### src/rtl/load_store_unit.sv
// RV32 load/store memory stage: req/ack handshake to a 32-bit little-endian data memory.
// Optional LSU_MISALIGN_TRAP_EN turns misaligned halfword/word accesses into error completions.
module load_store_unit #(
  parameter int unsigned TIMEOUT_CYCLES = 16
) (
  input  logic        clk,
  input  logic        reset,
  input  logic        start,
  input  logic        MemRead,
  input  logic        MemWrite,
  input  logic [2:0]  funct3,
  input  logic [31:0] addr,
  input  logic [31:0] store_data,
  output logic        busy,
  output logic        done,
  output logic [31:0] load_data,
  output logic        error,
  output logic        misaligned,
  output logic        mem_req,
  output logic        mem_we,
  output logic [31:0] mem_addr,
  output logic [31:0] mem_wdata,
  output logic [3:0]  mem_be,
  input  logic        mem_ack,
  input  logic [31:0] mem_rdata
);

  typedef enum logic [1:0] {IDLE, ACCESS, RESP} state_t;

  state_t      state, state_next;
  logic [31:0] r_addr, r_data, cnt, rd_shift, load_ext;
  logic [2:0]  r_f3;
  logic        r_we;
  logic        load_ok, store_ok, illegal, mis, mis_hit, no_op, timeout_hit;
  logic [1:0]  lane;

  always_comb begin
    load_ok  = funct3 inside {3'b000, 3'b001, 3'b010, 3'b100, 3'b101};
    store_ok = funct3 inside {3'b000, 3'b001, 3'b010};
    illegal  = (MemRead && MemWrite) || (MemRead && !load_ok) || (MemWrite && !store_ok);
    no_op    = !MemRead && !MemWrite;
`ifdef LSU_MISALIGN_TRAP_EN
    mis = ((funct3[1:0] == 2'b01) && addr[0]) || ((funct3[1:0] == 2'b10) && (addr[1:0] != 2'b00));
`else
    mis = 1'b0;
`endif
    mis_hit     = !no_op && !illegal && mis;
    timeout_hit = (TIMEOUT_CYCLES != 0) && (cnt == TIMEOUT_CYCLES - 1);
  end

  always_ff @(posedge clk or posedge reset) begin
    if (reset) state <= IDLE;
    else       state <= state_next;
  end

  always_comb begin
    state_next = state;
    case (state)
      IDLE:    if (start) state_next = (no_op || illegal || mis_hit) ? RESP : ACCESS;
      ACCESS:  if (mem_ack || timeout_hit) state_next = RESP;
      RESP:    state_next = IDLE;
      default: state_next = IDLE;
    endcase
  end

  // Halfwords use the upper/lower half by addr[1]; words always sit in lane 0.
  always_comb begin
    case (r_f3[1:0])
      2'b00:   lane = r_addr[1:0];
      2'b01:   lane = {r_addr[1], 1'b0};
      default: lane = 2'b00;
    endcase
    rd_shift = mem_rdata >> {lane, 3'b000};
    case (r_f3)
      3'b000:  load_ext = {{24{rd_shift[7]}}, rd_shift[7:0]};
      3'b001:  load_ext = {{16{rd_shift[15]}}, rd_shift[15:0]};
      3'b100:  load_ext = {24'h0, rd_shift[7:0]};
      3'b101:  load_ext = {16'h0, rd_shift[15:0]};
      default: load_ext = mem_rdata;
    endcase
  end

  always_comb begin
    busy      = (state != IDLE);
    done      = (state == RESP);
    mem_req   = (state == ACCESS);
    mem_we    = mem_req && r_we;
    mem_addr  = mem_req ? {r_addr[31:2], 2'b00} : '0;
    mem_wdata = '0;
    mem_be    = '0;
    if (mem_we) begin
      case (r_f3[1:0])
        2'b00: begin
          mem_be    = 4'b0001 << lane;
          mem_wdata = {4{r_data[7:0]}};
        end
        2'b01: begin
          mem_be    = 4'b0011 << lane;
          mem_wdata = {2{r_data[15:0]}};
        end
        default: begin
          mem_be    = 4'b1111;
          mem_wdata = r_data;
        end
      endcase
    end
  end

  always_ff @(posedge clk or posedge reset) begin
    if (reset) begin
      r_addr     <= '0;
      r_data     <= '0;
      r_f3       <= '0;
      r_we       <= 1'b0;
      cnt        <= '0;
      load_data  <= '0;
      error      <= 1'b0;
      misaligned <= 1'b0;
    end else begin
      case (state)
        IDLE: if (start) begin
          if (no_op || illegal || mis_hit) begin
            error      <= illegal || mis_hit;
            misaligned <= mis_hit;
          end else begin
            r_addr <= addr;
            r_data <= store_data;
            r_f3   <= funct3;
            r_we   <= MemWrite;
          end
        end
        ACCESS: begin
          cnt <= cnt + 32'd1;
          if (mem_ack) begin
            cnt        <= '0;
            error      <= 1'b0;
            misaligned <= 1'b0;
            if (!r_we) load_data <= load_ext;
          end else if (timeout_hit) begin
            cnt        <= '0;
            error      <= 1'b1;
            misaligned <= 1'b0;
          end
        end
        default: ;
      endcase
    end
  end

endmodule
### config.mk
export PLATFORM = sky130hd
export DESIGN_NAME = load_store_unit
export DESIGN_NICKNAME = d
export VERILOG_FILES = /design/src/rtl/load_store_unit.sv
export SDC_FILE = /design/constraint.sdc
export NUM_CORES = 1
export LEC_CHECK = 0
export CAP_MARGIN = 30
export CORE_MARGIN = 3
export CORE_UTILIZATION = 45
export CTS_CLUSTER_DIAMETER = 120
export DETAILED_ROUTE_END_ITERATION = 12
export GPL_ROUTABILITY_DRIVEN = 1
export GPL_TIMING_DRIVEN = 0
export PLACE_DENSITY = 0.74
export SETUP_SLACK_MARGIN = 0.05
export SLEW_MARGIN = 20
export SYNTH_ARGS = -nofsm -noshare
export SYNTH_HDL_FRONTEND = slang
export SYNTH_SLANG_ARGS = --single-unit
### constraint.sdc
create_clock -name clk -period 7.47 [get_ports clk]
set_input_delay 1.1205 -clock clk [delete_from_list [all_inputs] [get_ports clk]]
set_output_delay 1.1205 -clock clk [all_outputs]
set_load 0.005 [all_outputs]
==> results.tsv <==
stage	metric	value	unit
synthesis	syn_inst	745	
pwr	switching_share	33.11	%
pwr	p_clk_share	28.0	%
synthesis	synth_enable_flop_cells	0	
worst_setup_path	critPathTopFamily	buffers and inverters	
sta	fin_tns_setup	0	ps
cells_and_area	drive_above_1_share	15.01	%
global_route	grt_pass1_wl	35.89	mm
synthesis	synth_compound_area_share	14.90	%
synthesis	synth-adder-area-share	0.1726	%
synthesis	synth_cell_types	58	
clocking	cts_tree	yes	
worst_setup_path	cp-start-kind	register	
die	fp-row-count	45	
die	dieArea	0.01767	mm2
detailed_routing	drt_wl_total	22.51	mm
clocking	hold_buffers	0	
worst_setup_path	arrival	2960	ps
pwr	power.switching	1.061	mW
synthesis	synth.ff_latch_count	135	
clocking	cts_buffer_depth	2	
cells_and_area	fin_area	0.01025	mm2
cells_and_area	fin_cells	1197	
cells_and_area	syn2layout_area_growth	41.38	%
clocking	cts_sinks	135	
clocking	clock_latency	430	ps
sta	hold_viol	0	
worst_setup_path	cp_slowest_cell	clkdlybuf4s50_1	
global_route	grt_pass1_vias	6650	
synthesis	synth_ff_type	dfrtp_1	
pwr	pwr-share-comb	33.8	%
pwr	p_per_area	312.8	mW/mm2
sta	post-route-min-period	4083	ps
worst_setup_path	worstSetupPathType	reg -> out	
die	core_area	0.01548	mm2
synthesis	syn_area_per_cell	9.729	um2
detailed_routing	wl_per_cell	18.81	um
cells_and_area	diodes	0	
cells_and_area	nets	1080	
clocking	htree_levels	4	
detailed_routing	drtPass1Iterations	5	
worst_setup_path	cp_num_buf_inv	3	
detailed_routing	drc	0	
detailed_routing	vias	6626	
pwr	pwr-share-seq	38.2	%
global_route	grt.total_usage	25.57	%
place	port_buffers	207	
sta	slew_violations	0	
clocking	cts-root-buf	clkbuf_16	
synthesis	synthMuxAreaShare	13.60	%
die	die_h	132.9	um
die	start_util	46.81	%
global_route	grt_max_degree	104	
synthesis	synth_top_family_by_area	simple AND/OR/NAND/NOR gates	
cells_and_area	fin_util	66.18	%
synthesis	ys_warn_count	0	
sta	fin_ws	3387	ps
sta	timing.fmax	0.2449	GHz
worst_setup_path	path_cells	nand2b_1 > clkinv_1 > nand2_1 > clkbuf_1 > a21oi_1 > clkdlybuf4s50_1	
clocking	clk_pin_slew_worst_paths	60	ps
sta	rsz0062_at_grt	false	
worst_setup_path	end_kind	output pin	
synthesis	synthSimpleGateAreaFrac	19.94	%
synthesis	synth_area	0.007248	mm2
pwr	total_power	3.205	mW
die	die_x	132.9	um
die	io_pins	211	
global_route	globalRouteOverflowTotal	0	
cells_and_area	final_common_cell	clkdlybuf4s50_1	
place	place_congestion	0.9117	
place	place_ws	3860	ps
worst_setup_path	critical_path.max_stage_delay	490	ps
clocking	cts_buffers	17	
sta	slew_headroom	42.99	%
place	dpl_cell_area	0.009627	mm2
detailed_routing	drtIter0Drc	579	
pwr	peakVddDrop	0.0002240	V
detailed_routing	vias_per_cell	5.536	
synthesis	synthXorXnorAreaFrac	0.8458	%
place	hpwl	16.38	mm
global_route	antenna_found_initial	0	
pwr	p_int	2.144	mW
min_path	worstHoldPathType	reg -> reg	
cells_and_area	final_cell_mix	clkdlybuf4s50_1, dfrtp_1, nand2_1, mux2_2, a21oi_1	
cells_and_area	fillers	1261	
sta	post-route-period-util	54.66	%
worst_setup_path	path_max_fanout	10	
synthesis	seq_area_frac_synth	46.61	%
synthesis	async_reset_ff_share	100.0	%
detailed_routing	antenna_left	0	
pwr	p_leak	4.214	nW
sta	fin_skew	8.461	ps
sta	tightestPinTransition	833.6	ps
job	max_cap_violations	0	
run_status	outcome	complete, no violations	
clocking	cts_resized	0	
sta	hold_slack	480.4	ps
sta	setup_violations	0	
clocking	cts_setup_buffers	0	
worst_setup_path	cp.required	6350	ps
place	dp_cells	1166	
## cell families (layout without fill, tap and decap cells)
kind of cell	Yosys count	count (layout)
DFF	135	135
adders and majority gates	1	1
xor gates and xnor gates	7	7
and+or+nand+nor	280	280
AOI/OAI and AO/OA	168	168
muxes	90	90
buffers and inverters	63	302
other	1	3
## flip-flops by register name (all words and copies together) (netlist names)
name       count
r_data        32
cnt           32
load_data     32
r_addr        32
state          2
error          1
r_we           1
r_f3           3
## cells in the mapped netlist, types with 8 or more instances
| library cell | n | share of area (%) |
|---|---|---|
| mux2i_1 | 22 | 3.0 |
| a31oi_1 | 15 | 1.3 |
| and3_1 | 24 | 2.1 |
| o21ai_0 | 29 | 2.0 |
| nor4_1 | 9 | 0.78 |
| nand3b_1 | 9 | 0.93 |
| inv_1 | 8 | 0.41 |
| nand2_1 | 95 | 4.9 |
| dfrtp_1 | 135 | 47 |
| nand3_1 | 14 | 0.97 |
| nor2_1 | 50 | 2.6 |
| clkbuf_1 | 29 | 1.5 |
| a21oi_1 | 67 | 4.6 |
| and2_1 | 35 | 3.0 |
| o211ai_1 | 15 | 1.6 |
| mux2_2 | 68 | 11 |
| o21ai_2 | 10 | 1.2 |
| buf_2 | 17 | 1.2 |
## path summary, 6_finish.rpt
check,slack [ps],to,depth (start not counted),start
setup / recovery,3390,mem_wdata[12],6,state[1]$_DFFE_PP0P_
hold / removal,480,load_data[0]$_DFFE_PP0P_,2,load_data[0]$_DFFE_PP0P_
setup reg to reg,4990,cnt[30]$_DFFE_PP0P_,8,cnt[0]$_DFFE_PP0P_
hold reg to reg,480,load_data[0]$_DFFE_PP0P_,2,load_data[0]$_DFFE_PP0P_
max in group asynchronous,5600,r_data[6]$_DFFE_PP0P_,3,reset
min in group asynchronous,1070,load_data[16]$_DFFE_PP0P_,2,reset
## power groups by stage
stage               sequential, mW  combinational, mW  clock [mW]
finish                        1.22               1.08       0.898
global route                  1.26               1.19       0.943
CTS                           1.22               1.08       0.908
detailed placement            1.23               1.08           0
global placement              1.22               1.05           0
floorplan                     1.18              0.633           0
## cell type report
class | instances | area, um2 | share of cell area, %
Multi-Input combinational cell | 549 | 3596 | 35.09
Sequential cell | 135 | 3378 | 32.97
Timing Repair Buffer | 208 | 2100 | 20.49
Clock buffer | 17 | 425.4 | 4.151
Tap cell | 211 | 264.0 | 2.576
Buffer | 54 | 247.7 | 2.418
Clock inverter | 14 | 195.2 | 1.905
Inverter | 9 | 41.29 | 0.4029
## worst register-to-register path: stages, from the launching register on
cell      delay, ps
dfrtp_1         430
ha_1            250
and3_1          240
and4_1          190
a211oi_2        360
buf_2           330
buf_2           270
o21ai_0         120
a31oi_1         200
## per-layer routing
layer	vias up	share of wire [%]	GRT usage [%]
met5	-	0	0
met4	0	1.4	6.236
met3	28	10	10.84
met2	282	47	39.84
met1	3198	42	33.10
li1	3118	-	-
No activity file was read; power rests on OpenSTA's default activity.
